## src/rtl/esn_pe_pkg.sv

```systemverilog
// Shared definitions for the ESN PE tile and its sequencer: default tile
// geometry, the tanh-LUT latency, and the sequencer state encoding.
package esn_pe_pkg;

  localparam int DEF_WORD_LEN = 16;
  localparam int DEF_NEU_IN   = 8;
  localparam int DEF_NEU_OUT  = 4;

  // Cycles from stable D/W to a valid tanh-LUT output; the LUT reads this too.
  localparam int DEF_TF_LAT   = 2;

  typedef enum logic [2:0] {
    IDLE    = 3'd0,
    FETCH   = 3'd1,
    LOAD    = 3'd2,
    SETTLE  = 3'd3,
    FIRE    = 3'd4,
    CAPTURE = 3'd5,
    DONE    = 3'd6
  } state_t;

endpackage

```

## src/rtl/esn_pe_sched.sv

```systemverilog
// Sequencer that time-multiplexes one PE tile over N_GROUPS weight banks and
// gathers every bank's tanh outputs into one result vector, bit-exact.
module esn_pe_sched
  import esn_pe_pkg::*;
#(
  parameter int WORD_LEN = DEF_WORD_LEN,
  parameter int NEU_IN   = DEF_NEU_IN,
  parameter int NEU_OUT  = DEF_NEU_OUT,
  parameter int N_GROUPS = 2,
  parameter int TF_LAT   = DEF_TF_LAT,
  parameter int ADDR_W   = 1
) (
  input  logic                                  clk,
  input  logic                                  rst,
  input  logic                                  start,
  input  logic [WORD_LEN*NEU_IN-1:0]            u_in,
  output logic                                  busy,
  output logic                                  done,
  output logic                                  wmem_rd,
  output logic [ADDR_W-1:0]                     wmem_addr,
  input  logic [WORD_LEN*NEU_IN*NEU_OUT-1:0]    wmem_data,
  output logic [WORD_LEN*NEU_IN-1:0]            pe_d,
  output logic [WORD_LEN*NEU_IN*NEU_OUT-1:0]    pe_w,
  output logic                                  pe_ce,
  input  logic [WORD_LEN*NEU_OUT-1:0]           pe_q,
  output logic [WORD_LEN*NEU_OUT*N_GROUPS-1:0]  x_out,
  output logic                                  x_valid,
  output state_t                                dbg_state
);

  // Handshake: start is a request sampled only while busy is low (IDLE); it is
  // never queued, so a start seen while busy is dropped. Each accepted start
  // yields exactly one done pulse unless rst abandons the pass.

  localparam int GW    = WORD_LEN * NEU_OUT;
  localparam int CNT_W = $clog2(TF_LAT + 1);

  state_t            state, state_nxt;
  logic [ADDR_W-1:0] grp;
  logic [CNT_W-1:0]  settle_cnt;
  logic              grp_last;
  logic              settle_last;

  assign grp_last    = (grp == ADDR_W'(N_GROUPS - 1));
  assign settle_last = (settle_cnt == CNT_W'(TF_LAT - 1));
  assign dbg_state   = state;

  always_ff @(posedge clk) begin
    if (rst) state <= IDLE;
    else     state <= state_nxt;
  end

  always_comb begin
    state_nxt = state;
    case (state)
      IDLE:    if (start) state_nxt = FETCH;
      FETCH:   state_nxt = LOAD;
      LOAD:    state_nxt = SETTLE;
      SETTLE:  if (settle_last) state_nxt = FIRE;
      FIRE:    state_nxt = CAPTURE;
      CAPTURE: state_nxt = grp_last ? DONE : FETCH;
      DONE:    state_nxt = IDLE;
      default: state_nxt = IDLE;
    endcase
  end

  always_comb begin
    busy      = (state != IDLE);
    done      = (state == DONE);
    wmem_rd   = (state == FETCH);
    wmem_addr = (state == FETCH) ? grp : '0;
    pe_ce     = (state == FIRE);
  end

  // D/W registers stay frozen outside their load points so the LUT can settle.
  always_ff @(posedge clk) begin
    if (rst) begin
      grp        <= '0;
      settle_cnt <= '0;
      pe_d       <= '0;
      pe_w       <= '0;
      x_out      <= '0;
      x_valid    <= 1'b0;
    end else begin
      case (state)
        IDLE: begin
          if (start) begin
            pe_d    <= u_in;
            grp     <= '0;
            x_valid <= 1'b0;
          end
        end
        LOAD: begin
          pe_w       <= wmem_data;
          settle_cnt <= '0;
        end
        SETTLE: settle_cnt <= settle_cnt + CNT_W'(1);
        CAPTURE: begin
          for (int g = 0; g < N_GROUPS; g++) begin
            if (grp == ADDR_W'(g)) x_out[g*GW +: GW] <= pe_q;
          end
          if (!grp_last) grp <= grp + ADDR_W'(1);
        end
        DONE: x_valid <= 1'b1;
        default: ;
      endcase
    end
  end

endmodule
```

## config.mk

```make
export PLATFORM = sky130hd
export DESIGN_NAME = esn_pe_sched
export DESIGN_NICKNAME = d
export VERILOG_FILES = /design/src/rtl/esn_pe_pkg.sv /design/src/rtl/esn_pe_sched.sv
export SDC_FILE = /design/constraint.sdc
export NUM_CORES = 2
export LEC_CHECK = 0
export ABC_AREA = 0
export CORE_AREA = 4 4 569 571
export CTS_CLUSTER_DIAMETER = 120
export DETAILED_ROUTE_END_ITERATION = 8
export DIE_AREA = 0 0 573 575
export GPL_TIMING_DRIVEN = 0
export SLEW_MARGIN = 20
export SYNTH_ARGS = -nofsm -noshare
export SYNTH_HDL_FRONTEND = slang
export SYNTH_SLANG_ARGS = --single-unit
```

## constraint.sdc

```tcl
create_clock -name clk -period 3.6 [get_ports clk]
set_input_delay 0.72 -clock clk [delete_from_list [all_inputs] [get_ports clk]]
set_output_delay 0.72 -clock clk [all_outputs]
set_load 0.005 [all_outputs]
```

==> flow_metrics.tcl <==
set metrics [dict create \
    rsz0062_at_grt "no" \
    clock_latency_ns 0.79 \
    ys_seq_area_frac 0.578 \
    dr.first_iter.drc_count 2532 \
    ys_seq_elements 775 \
    mostFrequentLayoutCells "nand2_1 (1,538), clkdlybuf4s50_1 (1,478), a21oi_1 (775), dfxtp_1 (775), clkbuf_1 (104)" \
    vdd_drop_max_uv 345 \
    grt_usage 0.164 \
    postSynthCellCount 3387 \
    syn_avg_cell_area_um2 7.93 \
    drv_slew 0 \
    fin_crit_sh 0.947 \
    cts_root_buf "clkbuf_16" \
    wl_per_cell_um 30.5 \
    place_hpwl_um 253000 \
    whs_ns 0.452 \
    synth_edf_count 0 \
    async_flop_share 0 \
    required_ns 2.88 \
    hold_path_class "reg -> reg" \
    drt_first_pass_iters 5 \
    setup_viol 0 \
    cap_violations 0 \
    hold_viol 0 \
    grt_pass1_vias 29500 \
    portBuffers 1482 \
    crit_path_start_kind "register" \
    critPathMaxFanout 10 \
    critPathBufInv 3 \
    status "finished, final reports clean" \
    layout.cells.non_filler 9319 \
    finalCriticalPeriod_ns 3.41 \
    gp_congestion 0.983 \
    final_common_cell "nand2_1" \
    fin_nets 5678 \
    fp.dieH_um 575 \
    antenna_found_initial 288 \
    fp.dieW_um 573 \
    fill_cells 36100 \
    critPathCaptureType "output pin" \
    synthFlopType "dfxtp_1" \
    die_area_um2 329000 \
    synth_nets 4095 \
    post_cts_buffers 0 \
    clkTransAtPathRegs_ns 0.06 \
    yosysTopAreaCellShare 0.578 \
    dp.cells 9050 \
    htree_levels 3 \
    max_stage_delay_ns 0.57 \
    stdcell_area_um2 50500 \
    clockBufferDepth 4 \
    power_per_cell_area_nw_per_um2 474 \
    max_freq_mhz 293 \
    placed_cell_area_um2 47000 \
    ant_nets 0 \
    drive_above_1_share 0.0660 \
    globalRouteOverflowTotal 0 \
    worst_pin_slew_ns 1.10 \
    syn2layout_area_growth_pct 88.1 \
    grt_first_pass_wirelength_um 347000 \
    synth_top_area_cell "dfxtp_1" \
    start_util 0.0845 \
    critPathTopFamily "buffers and inverters" \
    clock-sinks 775 \
    drc 0 \
    core_area_um2 318000 \
    cts_tree "yes" \
    criticalPathCategory "reg -> out" \
    cts_inserted_buffers 100 \
    rows 207 \
    grt_max_degree 20 \
    crit_arrival_ns 2.69 \
    yosysWarnings 0 \
    p_leak_nw 16.5 \
    skew_ns 0.0264 \
    ys_types 31 \
    io_pins 1484 \
    synth_area_leaders "dfxtp_1 (58%), nand2_1 (21%), a21oi_1 (14%)" \
    crit_slowest_cell "clkdlybuf4s50_1" \
    viasPerCell 3.43 \
    path_cells "buf_4 > clkbuf_1 > nor3_1 > and2_1 > clkdlybuf4s50_1" \
    wl_um 284000 \
    num_vias 31900 \
    netlist_area_um2 26900 \
    relSlewSlack 0.269 \
]
==> Yosys cell counts, drive strengths merged (2+ instances only) <==
| master | count |
|---|---|
| and3 | 2 |
| a21oi | 775 |
| nor2 | 6 |
| inv | 3 |
| clkbuf | 101 |
| buf | 161 |
| nor4bb | 3 |
| nand2b | 2 |
| and2 | 2 |
| nand2 | 1538 |
| dfxtp | 775 |
| or3b | 2 |
| nor3 | 3 |
==> flip-flops by register name, indices dropped and copies added (netlist names) <==
register	cells
grp	1
pe_d	128
x_out	128
settle_cnt	2
pe_w	512
x_valid	1
dbg_state	3
==> where the power goes <==
group / internal [mW] / switching (mW)
logic: 1.94 / 2.19
clock network: 6.13 / 4.28
registers: 9.06 / 0.327
total: 17.1 / 6.79
==> cells by family after synthesis <==
logic type | after synthesis | synth area share
adders and majority gates | 1 | 0.000466
DFF | 775 | 0.578
buffers and inverters | 265 | 0.0532
AOI/OAI and AO/OA | 780 | 0.146
and+or+nand+nor | 1566 | 0.223
==> through the flow <==
stage	setup slack, ns	TNS [ns]	utilization	total power, mW
5_1_grt	0.0668	0	0.159	24.8
4_1_cts	0.0579	0	0.158	24.3
3_5_place_dp	0.431	0	0.148	13.8
2_1_floorplan	1.66	0	-	10.7
3_3_place_gp	-2.12	-668.58	0.148	13.7
6_report	0.191	0	0.159	23.9
==> worst reg2reg max path, cell delays in order, from the launching register on <==
cell and delay (ns):
dfxtp_1 0.40, buf_2 0.28, nor3b_2 0.20, buf_4 0.48, buf_4 0.42, buf_2 0.27, nand2_1 0.24, a21oi_1 0.19
==> metal layers <==
layer / vias to the layer above / global-route usage / routed length [µm]
li1: 14200 / - / -
met1: 14800 / 0.166 / 97400
met2: 1952 / 0.270 / 129000
met3: 688 / 0.114 / 45200
met4: 260 / 0.0498 / 10600
met5: - / 0 / 1660
==> final timing paths <==
path              slack (ns)         start  depth (start not counted)        end
setup reg to reg        1.01  dbg_state[2]                          7  pe_w[308]
hold / removal          0.45      pe_w[93]                          2   pe_w[93]
hold reg to reg         0.45      pe_w[93]                          2   pe_w[93]
setup / recovery        0.19  dbg_state[1]                          5  wmem_addr
==> area by class of cell <==
cell class	count	area [µm²]	area share
Tap cell	4180	5230	0.104
Sequential cell	775	15500	0.307
Buffer	260	1430	0.0283
Clock buffer	136	2860	0.0566
Multi-Input combinational cell	2347	9910	0.196
Timing Repair Buffer	1483	14800	0.294
Clock inverter	38	455	0.00902
Antenna cell	97	243	0.00481
Inverter	3	11.3	0.000223
==> what timing repair did <==
| action | 4_1_cts | 5_1_grt |
|---|---|---|
| setup endpoints to repair | 4 | 0 |
| resized for setup | 2 | 0 |
| hold buffers | 0 | 0 |
(Power assumes the default switching activity.)
